[config.mk]
export PLATFORM = sky130hd
export DESIGN_NAME = sim_uart_bank_flat
export DESIGN_NICKNAME = d
export VERILOG_FILES = /design/src/rtl/sim_uart_pkg.sv /design/src/rtl/sim_uart_if.sv /design/src/rtl/sim_uart_chan.sv /design/src/rtl/sim_uart_bank.sv /design/src/flat_wrapper.sv
export SDC_FILE = /design/constraint.sdc
export NUM_CORES = 1
export LEC_CHECK = 0
export BUFFER_PORTS_ARGS = -buffer_cell sky130_fd_sc_hd__buf_2
export CORE_MARGIN = 5
export CORE_UTILIZATION = 43
export DETAILED_ROUTE_END_ITERATION = 8
export GPL_TIMING_DRIVEN = 0
export HOLD_SLACK_MARGIN = 0.05
export PLACE_DENSITY_LB_ADDON = 0.1
export SLEW_MARGIN = 20
export SYNTH_ARGS = -nofsm -noshare
export SYNTH_HDL_FRONTEND = slang
export SYNTH_SLANG_ARGS = --single-unit
[constraint.sdc]
create_clock -name clk_i -period 4.08 [get_ports clk_i]
set_clock_uncertainty 0.15 [all_clocks]
set_input_delay 0.408 -clock clk_i [delete_from_list [all_inputs] [get_ports clk_i]]
set_output_delay 0.408 -clock clk_i [all_outputs]
set_load 0.005 [all_outputs]
[src/rtl/sim_uart_pkg.sv]
// Shared types and timing helpers for the simulation UART bank.
// SIM_UART_PARITY_EN adds the PARITY states to both FSM enums.
package sim_uart_pkg;
    localparam int unsigned DefaultFreq = 30_000_000;
    localparam int unsigned DefaultBaud = 921_600;

    typedef enum logic [2:0] {
        RX_IDLE,
        RX_START,
        RX_DATA,
`ifdef SIM_UART_PARITY_EN
        RX_PARITY,
`endif
        RX_STOP,
        RX_WAIT_IDLE
    } rx_state_e;

    typedef enum logic [2:0] {
        TX_IDLE,
        TX_START,
        TX_DATA,
`ifdef SIM_UART_PARITY_EN
        TX_PARITY,
`endif
        TX_STOP
    } tx_state_e;

    function automatic int unsigned clocks_per_bit(int unsigned freq, int unsigned baud);
        return freq / baud;
    endfunction
endpackage

[src/rtl/sim_uart_if.sv]
// Host-side byte streams of the UART bank: RX FIFO heads out, TX requests in.
interface sim_uart_if #(
    parameter int unsigned NumChannels = 5,
    parameter int unsigned DataBits    = 8
);
    logic [NumChannels-1:0][DataBits-1:0] rx_data;
    logic [NumChannels-1:0]               rx_valid;
    logic [NumChannels-1:0]               rx_ready;
    logic [NumChannels-1:0][DataBits-1:0] tx_data;
    logic [NumChannels-1:0]               tx_valid;
    logic [NumChannels-1:0]               tx_ready;

    modport master (input rx_data, rx_valid, tx_ready, output rx_ready, tx_data, tx_valid);
    modport slave  (output rx_data, rx_valid, tx_ready, input rx_ready, tx_data, tx_valid);
endinterface

[src/rtl/sim_uart_chan.sv]
// One UART channel: RX deserialiser into a FWFT FIFO, TX serialiser.
// SIM_UART_PARITY_EN inserts an even parity bit in both directions.
module sim_uart_chan
    import sim_uart_pkg::*;
#(
    parameter int unsigned ClocksPerBit = 32,
    parameter int unsigned DataBits     = 8,
    parameter int unsigned RxFifoDepth  = 8
) (
    input  logic                clk_i,
    input  logic                rst_ni,
    input  logic                uart_rx_i,
    output logic                uart_tx_o,
    output logic [DataBits-1:0] rx_data_o,
    output logic                rx_valid_o,
    input  logic                rx_ready_i,
    input  logic [DataBits-1:0] tx_data_i,
    input  logic                tx_valid_i,
    output logic                tx_ready_o,
    output logic                rx_overflow_o,
    output logic                rx_frame_err_o,
    output logic                rx_parity_err_o
);
    localparam int unsigned CntW = $clog2(ClocksPerBit);
    localparam int unsigned BitW = $clog2(DataBits);
    localparam int unsigned AW   = $clog2(RxFifoDepth);
    localparam logic [CntW-1:0] CntLast  = CntW'(ClocksPerBit - 1);
    localparam logic [CntW-1:0] HalfLast = CntW'(ClocksPerBit / 2 - 1);
    localparam logic [BitW-1:0] BitLast  = BitW'(DataBits - 1);

    // ---------------- RX ----------------
    logic [1:0]          sync_q;
    logic                rx_s, prev_q;
    rx_state_e           rx_st_q, rx_st_d;
    logic [CntW-1:0]     rx_cnt_q, rx_cnt_d;
    logic [BitW-1:0]     rx_bit_q, rx_bit_d;
    logic [DataBits-1:0] rx_shift_q, rx_shift_d;
    logic                push, frame_err;
`ifdef SIM_UART_PARITY_EN
    logic                par_err;
`endif

    assign rx_s = sync_q[1];

    always_ff @(posedge clk_i or negedge rst_ni) begin
        if (!rst_ni) begin
            sync_q     <= 2'b11;
            prev_q     <= 1'b1;
            rx_st_q    <= RX_IDLE;
            rx_cnt_q   <= '0;
            rx_bit_q   <= '0;
            rx_shift_q <= '0;
        end else begin
            sync_q     <= {sync_q[0], uart_rx_i};
            prev_q     <= rx_s;
            rx_st_q    <= rx_st_d;
            rx_cnt_q   <= rx_cnt_d;
            rx_bit_q   <= rx_bit_d;
            rx_shift_q <= rx_shift_d;
        end
    end

    always_comb begin
        rx_st_d    = rx_st_q;
        rx_cnt_d   = rx_cnt_q + CntW'(1);
        rx_bit_d   = rx_bit_q;
        rx_shift_d = rx_shift_q;
        push       = 1'b0;
        frame_err  = 1'b0;
`ifdef SIM_UART_PARITY_EN
        par_err    = 1'b0;
`endif
        case (rx_st_q)
            RX_IDLE: begin
                rx_cnt_d = '0;
                if (prev_q && !rx_s) rx_st_d = RX_START;
            end
            RX_START: if (rx_cnt_q == HalfLast) begin
                // A start bit that is high again at mid-bit was only a glitch
                rx_cnt_d = '0;
                rx_bit_d = '0;
                if (rx_s) rx_st_d = RX_IDLE;
                else      rx_st_d = RX_DATA;
            end
            RX_DATA: if (rx_cnt_q == CntLast) begin
                rx_cnt_d   = '0;
                rx_shift_d = {rx_s, rx_shift_q[DataBits-1:1]};
                rx_bit_d   = rx_bit_q + BitW'(1);
`ifdef SIM_UART_PARITY_EN
                if (rx_bit_q == BitLast) rx_st_d = RX_PARITY;
`else
                if (rx_bit_q == BitLast) rx_st_d = RX_STOP;
`endif
            end
`ifdef SIM_UART_PARITY_EN
            RX_PARITY: if (rx_cnt_q == CntLast) begin
                rx_cnt_d = '0;
                par_err  = rx_s != ^rx_shift_q;
                rx_st_d  = RX_STOP;
            end
`endif
            RX_STOP: if (rx_cnt_q == CntLast) begin
                rx_cnt_d = '0;
                if (rx_s) begin
                    push    = 1'b1;
                    rx_st_d = RX_IDLE;
                end else begin
                    frame_err = 1'b1;
                    rx_st_d   = RX_WAIT_IDLE;
                end
            end
            RX_WAIT_IDLE: begin
                rx_cnt_d = '0;
                if (rx_s) rx_st_d = RX_IDLE;
            end
            default: rx_st_d = RX_IDLE;
        endcase
    end

    // ---------------- RX FIFO (first-word fall-through) ----------------
    logic [DataBits-1:0] mem_q [RxFifoDepth];
    logic [AW:0]         wr_q, rd_q;
    logic                empty, full, pop, do_push;

    assign empty   = wr_q == rd_q;
    assign full    = (wr_q[AW] != rd_q[AW]) && (wr_q[AW-1:0] == rd_q[AW-1:0]);
    assign pop     = !empty && rx_ready_i;
    assign do_push = push && (!full || pop);

    always_ff @(posedge clk_i or negedge rst_ni) begin
        if (!rst_ni) begin
            wr_q <= '0;
            rd_q <= '0;
        end else begin
            if (do_push) wr_q <= wr_q + (AW+1)'(1);
            if (pop)     rd_q <= rd_q + (AW+1)'(1);
        end
    end

    always_ff @(posedge clk_i) begin
        if (do_push) mem_q[wr_q[AW-1:0]] <= rx_shift_q;
    end

    assign rx_valid_o     = !empty;
    assign rx_data_o      = empty ? '0 : mem_q[rd_q[AW-1:0]];
    assign rx_overflow_o  = push && full && !pop;
    assign rx_frame_err_o = frame_err;
`ifdef SIM_UART_PARITY_EN
    assign rx_parity_err_o = par_err;
`else
    assign rx_parity_err_o = 1'b0;
`endif

    // ---------------- TX ----------------
    tx_state_e           tx_st_q, tx_st_d;
    logic [CntW-1:0]     tx_cnt_q, tx_cnt_d;
    logic [BitW-1:0]     tx_bit_q, tx_bit_d;
    logic [DataBits-1:0] tx_shift_q, tx_shift_d;
`ifdef SIM_UART_PARITY_EN
    logic                tx_par_q;
`endif

    always_ff @(posedge clk_i or negedge rst_ni) begin
        if (!rst_ni) begin
            tx_st_q    <= TX_IDLE;
            tx_cnt_q   <= '0;
            tx_bit_q   <= '0;
            tx_shift_q <= '0;
        end else begin
            tx_st_q    <= tx_st_d;
            tx_cnt_q   <= tx_cnt_d;
            tx_bit_q   <= tx_bit_d;
            tx_shift_q <= tx_shift_d;
        end
    end

`ifdef SIM_UART_PARITY_EN
    always_ff @(posedge clk_i or negedge rst_ni) begin
        if (!rst_ni)                      tx_par_q <= 1'b0;
        else if (tx_ready_o && tx_valid_i) tx_par_q <= ^tx_data_i;
    end
`endif

    always_comb begin
        tx_st_d    = tx_st_q;
        tx_cnt_d   = tx_cnt_q + CntW'(1);
        tx_bit_d   = tx_bit_q;
        tx_shift_d = tx_shift_q;
        tx_ready_o = 1'b0;
        uart_tx_o  = 1'b1;
        case (tx_st_q)
            TX_IDLE: begin
                tx_ready_o = 1'b1;
                tx_cnt_d   = '0;
            end
            TX_START: begin
                uart_tx_o = 1'b0;
                if (tx_cnt_q == CntLast) begin
                    tx_cnt_d = '0;
                    tx_bit_d = '0;
                    tx_st_d  = TX_DATA;
                end
            end
            TX_DATA: begin
                uart_tx_o = tx_shift_q[0];
                if (tx_cnt_q == CntLast) begin
                    tx_cnt_d   = '0;
                    tx_shift_d = {1'b0, tx_shift_q[DataBits-1:1]};
                    tx_bit_d   = tx_bit_q + BitW'(1);
`ifdef SIM_UART_PARITY_EN
                    if (tx_bit_q == BitLast) tx_st_d = TX_PARITY;
`else
                    if (tx_bit_q == BitLast) tx_st_d = TX_STOP;
`endif
                end
            end
`ifdef SIM_UART_PARITY_EN
            TX_PARITY: begin
                uart_tx_o = tx_par_q;
                if (tx_cnt_q == CntLast) begin
                    tx_cnt_d = '0;
                    tx_st_d  = TX_STOP;
                end
            end
`endif
            TX_STOP: if (tx_cnt_q == CntLast) begin
                // Ready in the last stop cycle lets frames run back to back
                tx_ready_o = 1'b1;
                tx_cnt_d   = '0;
                tx_st_d    = TX_IDLE;
            end
            default: tx_st_d = TX_IDLE;
        endcase
        if (tx_ready_o && tx_valid_i) begin
            tx_st_d    = TX_START;
            tx_cnt_d   = '0;
            tx_shift_d = tx_data_i;
        end
    end
endmodule

[src/rtl/sim_uart_bank.sv]
// NumChannels independent virtual UARTs for the simulation top level.
// Parity support is enabled with SIM_UART_PARITY_EN.
module sim_uart_bank
    import sim_uart_pkg::*;
#(
    parameter int unsigned NumChannels    = 5,
    parameter int unsigned ClockFrequency = DefaultFreq,
    parameter int unsigned BaudRate       = DefaultBaud,
    parameter int unsigned DataBits       = 8,
    parameter int unsigned RxFifoDepth    = 8
) (
    input  logic                   clk_i,
    input  logic                   rst_ni,
    input  logic [NumChannels-1:0] uart_rx_i,
    output logic [NumChannels-1:0] uart_tx_o,
    sim_uart_if.slave              host,
    output logic [NumChannels-1:0] rx_overflow_o,
    output logic [NumChannels-1:0] rx_frame_err_o,
    output logic [NumChannels-1:0] rx_parity_err_o
);
    localparam int unsigned ClocksPerBit = clocks_per_bit(ClockFrequency, BaudRate);

    if (ClocksPerBit < 4 || DataBits < 5 || DataBits > 9 || RxFifoDepth < 2 ||
        (RxFifoDepth & (RxFifoDepth - 1)) != 0) begin : g_bad_cfg
        $error("sim_uart_bank: unsupported bit timing, data width or FIFO depth");
    end

    logic [NumChannels-1:0][DataBits-1:0] rx_data;
    logic [NumChannels-1:0]               rx_valid, tx_ready;

    assign host.rx_data  = rx_data;
    assign host.rx_valid = rx_valid;
    assign host.tx_ready = tx_ready;

    for (genvar c = 0; c < NumChannels; c++) begin : g_chan
        sim_uart_chan #(
            .ClocksPerBit(ClocksPerBit),
            .DataBits    (DataBits),
            .RxFifoDepth (RxFifoDepth)
        ) u_chan (
            .clk_i          (clk_i),
            .rst_ni         (rst_ni),
            .uart_rx_i      (uart_rx_i[c]),
            .uart_tx_o      (uart_tx_o[c]),
            .rx_data_o      (rx_data[c]),
            .rx_valid_o     (rx_valid[c]),
            .rx_ready_i     (host.rx_ready[c]),
            .tx_data_i      (host.tx_data[c]),
            .tx_valid_i     (host.tx_valid[c]),
            .tx_ready_o     (tx_ready[c]),
            .rx_overflow_o  (rx_overflow_o[c]),
            .rx_frame_err_o (rx_frame_err_o[c]),
            .rx_parity_err_o(rx_parity_err_o[c])
        );
    end
endmodule

[src/flat_wrapper.sv]
// flat-port wrapper written by rule: the top's interface ports become plain ports
module sim_uart_bank_flat import sim_uart_pkg::*;
#(
    parameter int unsigned NumChannels    = 5,
    parameter int unsigned ClockFrequency = DefaultFreq,
    parameter int unsigned BaudRate       = DefaultBaud,
    parameter int unsigned DataBits       = 8,
    parameter int unsigned RxFifoDepth    = 8
)
  (clk_i, rst_ni, uart_rx_i, uart_tx_o, rx_overflow_o, rx_frame_err_o, rx_parity_err_o, host_rx_data, host_rx_valid, host_tx_ready, host_rx_ready, host_tx_data, host_tx_valid);
  sim_uart_if #(.NumChannels(NumChannels), .DataBits(DataBits)) host_i ();
  input  logic clk_i;
  input  logic rst_ni;
  input  logic [NumChannels-1:0] uart_rx_i;
  output logic [NumChannels-1:0] uart_tx_o;
  output logic [NumChannels-1:0] rx_overflow_o;
  output logic [NumChannels-1:0] rx_frame_err_o;
  output logic [NumChannels-1:0] rx_parity_err_o;
  output wire logic [$bits(host_i.rx_data)-1:0] host_rx_data;
  output wire logic [$bits(host_i.rx_valid)-1:0] host_rx_valid;
  output wire logic [$bits(host_i.tx_ready)-1:0] host_tx_ready;
  input wire logic [$bits(host_i.rx_ready)-1:0] host_rx_ready;
  input wire logic [$bits(host_i.tx_data)-1:0] host_tx_data;
  input wire logic [$bits(host_i.tx_valid)-1:0] host_tx_valid;
  assign host_rx_data = host_i.rx_data;
  assign host_rx_valid = host_i.rx_valid;
  assign host_tx_ready = host_i.tx_ready;
  assign host_i.rx_ready = host_rx_ready;
  assign host_i.tx_data = host_tx_data;
  assign host_i.tx_valid = host_tx_valid;
  sim_uart_bank #(.NumChannels(NumChannels), .ClockFrequency(ClockFrequency), .BaudRate(BaudRate), .DataBits(DataBits), .RxFifoDepth(RxFifoDepth)) u_core (.clk_i(clk_i), .rst_ni(rst_ni), .uart_rx_i(uart_rx_i), .uart_tx_o(uart_tx_o), .host(host_i), .rx_overflow_o(rx_overflow_o), .rx_frame_err_o(rx_frame_err_o), .rx_parity_err_o(rx_parity_err_o));
endmodule
Yosys cells after proc, flatten, opt, wreduce, memory -nomap -nowiden
Memories as Yosys holds them, arrays and structs flattened. Cells that the tools add are included.

$add $sub $neg: 30. Multiplexer cells: 205. Equal/unequal tests: 140. Reduce and logical (&&, ||, !) cells: 135.

Operator list (count): 2-to-1 mux 3 bit (75); 2-to-1 mux 8 bit (20); 2-to-1 mux 5 bit (20); inequality test 2 bit (second input constant) (45); case mux 3 bit (5 select lines) (5); case mux 5 bit (3 select lines) (5); equality test 3 x 2 -> 1 bit (second input constant) (20); inequality test 3 bit (second input constant) (20); case mux 3 bit (2 select lines) (10); case mux 3 bit (4 select lines) (5); adder 5 x 1 -> 5 bit (second input constant) (10); equality test 5 bit (second input constant) (10); case mux 5 bit (2 select lines) (5); equality test 3 bit (second input constant) (15); 2-to-1 mux 1 bit (45); adder 4 x 1 -> 4 bit (second input constant) (10); nonzero test 2 bit (20); logical AND 1 bit (35); adder 3 x 1 -> 3 bit (second input constant) (10); equality test 3 x 1 -> 1 bit (second input constant) (10); logical NOT 3 bit (10); AND reduction 3 bit (10); AND reduction 6 bit (5); equality test 5 x 4 -> 1 bit (second input constant) (5); other kinds (11) (85).

Output and inout port bits: 70. Memory bits (writable): 320. Word-level logic and storage cells: 575. Memories kept: 5. Bits in registers: 245. Bits of input ports: 57.

Memory list: u_core.g_chan[0].u_chan.mem_q (depth 8, width 8, read ports 1, clocked after Yosys merged registers in 0, write ports 1, RTL line sim_uart_chan.sv:121) `logic [DataBits-1:0] mem_q [RxFifoDepth];`; u_core.g_chan[1].u_chan.mem_q (depth 8, width 8, read ports 1, clocked after Yosys merged registers in 0, write ports 1, RTL line sim_uart_chan.sv:121); u_core.g_chan[2].u_chan.mem_q (depth 8, width 8, read ports 1, clocked after Yosys merged registers in 0, write ports 1, RTL line sim_uart_chan.sv:121); u_core.g_chan[3].u_chan.mem_q (depth 8, width 8, read ports 1, clocked after Yosys merged registers in 0, write ports 1, RTL line sim_uart_chan.sv:121); u_core.g_chan[4].u_chan.mem_q (depth 8, width 8, read ports 1, clocked after Yosys merged registers in 0, write ports 1, RTL line sim_uart_chan.sv:121).

Logic depth before layout (Yosys ltp)
Depth after elaboration: 7. Gate-level depth with buffers: 9. Mapped depth without buffers: 8.

By module
From an unflattened synthesis, not the netlist that was laid out.

Cell total of the unflattened synthesis: 1618. Area, all modules: 24999.0 um^2.

Modules (own cells, without submodules): sim_uart_chan at u_core.g_chan[0].u_chan (sequential area each 3126.7 um^2, instances 1, area an instance 5022.3 um^2, cells each 326); sim_uart_chan at u_core.g_chan[1].u_chan (sequential area each 3126.7 um^2, instances 1, area an instance 5018.6 um^2, cells each 324); sim_uart_chan at u_core.g_chan[3].u_chan (sequential area each 3126.7 um^2, instances 1, area an instance 5007.3 um^2, cells each 322); sim_uart_chan at u_core.g_chan[4].u_chan (sequential area each 3126.7 um^2, instances 1, area an instance 4988.5 um^2, cells each 326); sim_uart_chan at u_core.g_chan[2].u_chan (sequential area each 3126.7 um^2, instances 1, area an instance 4962.3 um^2, cells each 320).

Least setup slack after synthesis
No wires, ideal clock.

Path type: register -> register. Start point: reg u_core.g_chan[2].u_chan.rx_cnt_q[0]. End point: mem u_core.g_chan[2].u_chan.mem_q[2][0], enable pin. Setup slack: 1090 ps. Setup time: 398 ps. Clock period less this slack: 2990 ps. Cell stages (with the launch flop): 8. Path buffers: 0. Required time: 3532 ps. Data arrival time: 2443 ps. Path through: dfrtp_1 ha_1 and3_1 ha_1 and4b_1 and2_4 o21ai_4 nor4b_1.

Cells in the longest elaborated chain, start to end: 6.

RTL lines: from (decl) (RTL line sim_uart_chan.sv:35) `logic [CntW-1:0] rx_cnt_q, rx_cnt_d;`; from (signal assigned) (RTL line sim_uart_chan.sv:57) `rx_cnt_q <= rx_cnt_d;`; equality test 5 bit (RTL line sim_uart_chan.sv:102) `RX_STOP: if (rx_cnt_q == CntLast) begin`; 2-to-1 mux 1 bit (RTL line sim_uart_chan.sv:102); 2-to-1 mux 1 bit (RTL line sim_uart_chan.sv:73) `case (rx_st_q)`; logical AND 1 bit (RTL line sim_uart_chan.sv:128) `assign do_push = push && (!full || pop);`; 2-to-1 mux 1 bit (RTL line sim_uart_chan.sv:141) `if (do_push) mem_q[wr_q[AW-1:0]] <= rx_shift_q;`; 2-to-1 mux 1 bit (not written as such) (RTL line sim_uart_chan.sv:141); to (decl) (RTL line sim_uart_chan.sv:121).

Every way passes these cells.

Worst setup path in the final report
Start point: reg u_core.g_chan[1].u_chan.rx_cnt_q[0]. End point: out rx_overflow_o[1].

Cells in the longest elaborated chain, start to end: 5.

RTL lines: from (decl) (RTL line sim_uart_chan.sv:35); from (signal assigned) (RTL line sim_uart_chan.sv:57); equality test 5 bit (RTL line sim_uart_chan.sv:102); 2-to-1 mux 1 bit (RTL line sim_uart_chan.sv:102); 2-to-1 mux 1 bit (RTL line sim_uart_chan.sv:73); logical AND 1 bit (2 in series) (RTL line sim_uart_chan.sv:146) `assign rx_overflow_o = push && full && !pop;`; to (decl) (RTL line flat_wrapper.sv:16) `output logic [NumChannels-1:0] rx_overflow_o;`.

Every way passes these cells.

==> results.tsv <==
stage	metric	value	unit
run_status	status	finished clean	
sta	holdWs	0.118	ns
critical_path	crit_path_start_kind	register	
placement	hpwl	31500	um
sta	min_period_over_period	80.5	%
clock_tree	clockBufferDepth	3	
sta	setup_viol	0	
sta	drv_slew	0	
pwr	power.density	582	nW/um^2
global_routing	grt_pass1_wl	78200	um
finish	n_antenna_cell	0	
min_path	hold_class	input pin to register	
yosys	synth-async-reset-ratio	42.9	%
yosys	ys_types	76	
critical_path	cp.arrival	2.73	ns
drt	wl	47400	um
global_routing	grt_max_degree	89	
finish	syn2layout_area_growth	18.0	%
run	maxCapViolCount	0	
critical_path	path_class	register to primary output	
yosys	synth-edff-count	320	
clock_tree	cts-htree-levels	2	
critical_path	end_kind	primary output	
yosys	yosys_register_bits	560	
sta	max_freq	305	MHz
critical_path	cp_max_fo	6	
sta	worst_pin_slew	0.896	ns
global_routing	grt_pass1_vias	14600	
floorplanning	dieArea	63600	um^2
floorplanning	dieHeight	252	um
finish	nets	2059	
yosys	synth_warnings	0	
clock_tree	clk_latency	0.61	ns
finish	final_area	29800	um^2
finish	fillers	4942	
placement	place.gp.congestion	0.752	
pwr	switching_power	4.98	mW
pwr	vdd_drop_max	0.000488	V
pwr	internal_power	12.3	mW
pwr	power_frac_seq	39.1	%
placement	placed_cells	2570	
pwr	pwr-share-clk	33.7	%
drt	drc	0	
global_routing	antenna_found_initial	0	
pwr	p_sw_share	28.7	%
floorplanning	core_region_area	57900	um^2
yosys	avgSynthCellArea	15.1	um^2
clock_tree	cts.sinks	560	
yosys	synth_flop_cell	edfxtp_1	
clock_tree	clk_pin_slew	0.06	ns
floorplanning	rows	88	
drt	ant_nets	0	
min_path	min_from	host_tx_valid[4]	
clock_tree	post_cts.repair.setup_buffers	0	
pwr	cellLeakagePower	12.4	nW
drt	drt_iter0_drc	609	
floorplanning	die_x	252	um
drt	wire_per_inst	17.3	um
sta	maxSlewHeadroom	40.0	%
finish	fin_util	51.4	%
clock_tree	cts-resized-gates	0	
floorplanning	pin_count	127	
drt	firstDrtPassIters	5	
yosys	synth_area	25200	um^2
sta	hold_viol	0	
yosys	synth_seq_area_share	62.0	%
global_routing	grt-ovfl-total	0	
pwr	power_frac_comb	27.2	%
finish	drive_gt1_share	30.0	%
placement	pre_cts_slack	0.998	ns
placement	dpl-instance-area	27100	um^2
critical_path	cp-startpoint	u_core.g_chan[1].u_chan.rx_cnt_q[0]	
finish	layoutNonFillerInstCount	2737	
critical_path	cp.required	3.52	ns
sta	rsz0062_at_grt	no	
critical_path	r2r_start	u_core.g_chan[1].u_chan.rx_cnt_q[0]	
global_routing	grt_use_total	15.0	%
clock_tree	cts_tree	built	
drt	vias	13900	
sta	fin_ws	0.796	ns
placement	io_buffers	121	
floorplanning	start_util	43.6	%
yosys	synth_cells	1668	
clock_tree	root_buffer	clkbuf_16	
clock_tree	cts_buffers	61	
sta	post-route-min-period	3.28	ns
drt	viasPerCell	5.08	
-- power groups by stage --
stage / combinational, mW / sequential [mW] / clock, mW
final: 4.72 / 6.77 / 5.83
after floorplan: 3.57 / 6.80 / 0
after CTS: 4.84 / 6.78 / 6.03
after global placement: 4.69 / 6.86 / 0
after global routing: 5.26 / 6.84 / 6.25
after detailed placement: 4.78 / 6.88 / 0
-- cell type report --
class / instances / area [um^2] / share of cell area, %
Inverter: 65 / 246 / 0.828
Clock inverter: 33 / 458 / 1.54
Clock buffer: 82 / 1700 / 5.70
Buffer: 109 / 762 / 2.56
Tap cell: 765 / 957 / 3.22
Timing Repair Buffer: 185 / 1260 / 4.23
Sequential cell: 560 / 15600 / 52.5
Multi-Input combinational cell: 938 / 8740 / 29.4
-- synthesized netlist by cell type, types with 9 or more instances --
cell / number / area [um^2]
edfxtp_1: 320 / 9610
dfrtp_1: 225 / 5630
nor2_1: 112 / 420
ha_1: 82 / 1030
mux4_2: 80 / 1800
mux2i_1: 79 / 791
nand2_1: 75 / 282
inv_1: 60 / 225
mux2_2: 58 / 653
o21ai_0: 58 / 290
nor3_1: 46 / 230
xnor2_1: 39 / 342
buf_2: 37 / 185
buf_4: 37 / 278
nand3_1: 29 / 145
a22o_1: 25 / 219
buf_6: 22 / 248
a21oi_1: 19 / 95.1
and3_1: 18 / 113
nor3b_1: 18 / 135
dfstp_2: 15 / 394
xor2_1: 13 / 114
clkbuf_1: 11 / 41.3
nand2b_1: 10 / 62.6
nand3b_1: 10 / 75.1
o211ai_1: 10 / 75.1
xnor2_2: 10 / 163
mux2_4: 9 / 135
-- worst max-delay path, cell delays in order (launching register included) --
cell     delay [ns]
dfrtp_1        0.39
ha_1           0.23
nand3_1        0.11
inv_1          0.07
ha_1           0.26
and4b_1        0.30
and2_2         0.25
and3_1         0.23
buf_4          0.15
buf_2          0.12
-- worst paths after layout --
kind	end	slack [ns]	cells past startpoint
max in group asynchronous	u_core.g_chan[4].u_chan.sync_q[0]	2.67	3
worst min register to register	u_core.g_chan[3].u_chan.sync_q[1]	0.20	0
worst min-delay path	u_core.g_chan[4].u_chan.tx_shift_q[4]	0.12	3
min in group asynchronous	u_core.g_chan[4].u_chan.tx_st_q[0]	0.22	2
worst max-delay path	rx_overflow_o[1]	0.80	9
worst max register to register	u_core.g_chan[1].u_chan.mem_q[2][3]	0.97	9
-- kinds of logic after synthesis --
family	after synthesis	share of synthesized area, %
AOI/OAI and AO/OA	165	4.62
xor gates and xnor gates	72	3.32
adders and majority gates	82	4.07
buffers and inverters	174	4.00
DFF	560	62.0
muxes	234	13.8
other	1	0.0149
and+or+nand+nor	380	8.25
-- layer usage --
layer / vias to the layer above / wire length, um / GRT usage, %
met4: 0 / 1050 / 4.19
met5: - / 0 / 0
met3: 75 / 1650 / 2.47
li1: 6654 / - / -
met1: 6986 / 21700 / 20.5
met2: 181 / 23000 / 25.2
-- state kept, by name, summed over array words and instances (netlist names) --
signal	cells
u_core.g_chan.u_chan.tx_cnt_q	25
u_core.g_chan.u_chan.wr_q	20
u_core.g_chan.u_chan.rx_st_q	15
u_core.g_chan.u_chan.rx_bit_q	15
u_core.g_chan.u_chan.tx_bit_q	15
u_core.g_chan.u_chan.tx_st_q	10
u_core.g_chan.u_chan.prev_q	5
u_core.g_chan.u_chan.rx_cnt_q	25
u_core.g_chan.u_chan.rd_q	20
u_core.g_chan.u_chan.sync_q	10
u_core.g_chan.u_chan.rx_shift_q	40
u_core.g_chan.u_chan.mem_q	320
u_core.g_chan.u_chan.tx_shift_q	40
-- what timing repair did --
item	4_1_cts	5_1_grt
setup endpoints to repair	0	0
hold endpoints to repair	134	0
hold buffers	52	0
-- layout by cell type (no fill, tap or decap), types with 15 or more instances in the layout --
master         instances
buf_6                 22
ha_1                  82
mux2i_1               79
nand3_1               29
dfstp_2               15
edfxtp_1             320
nor3_2                18
a22o_1                25
buf_2                160
dfrtp_1              225
xnor2_1               39
a21oi_1               19
clkbuf_16             62
buf_4                 44
nor3_1                28
nand2_1               75
dlygate4sd3_1         52
inv_1                 60
clkbuf_1              24
nor3b_1               16
and3_1                18
mux2_2                58
o21ai_0               58
nor2_1               112
mux4_2                80
-- per-stage QoR --
step,setup TNS (ns),total power [mW]
2_1_floorplan,0,10.4
3_3_place_gp,-476.83,11.6
3_5_place_dp,0,11.7
4_1_cts,0,17.6
5_1_grt,0,18.4
6_report,0,17.3
(Power assumes the default switching activity.)
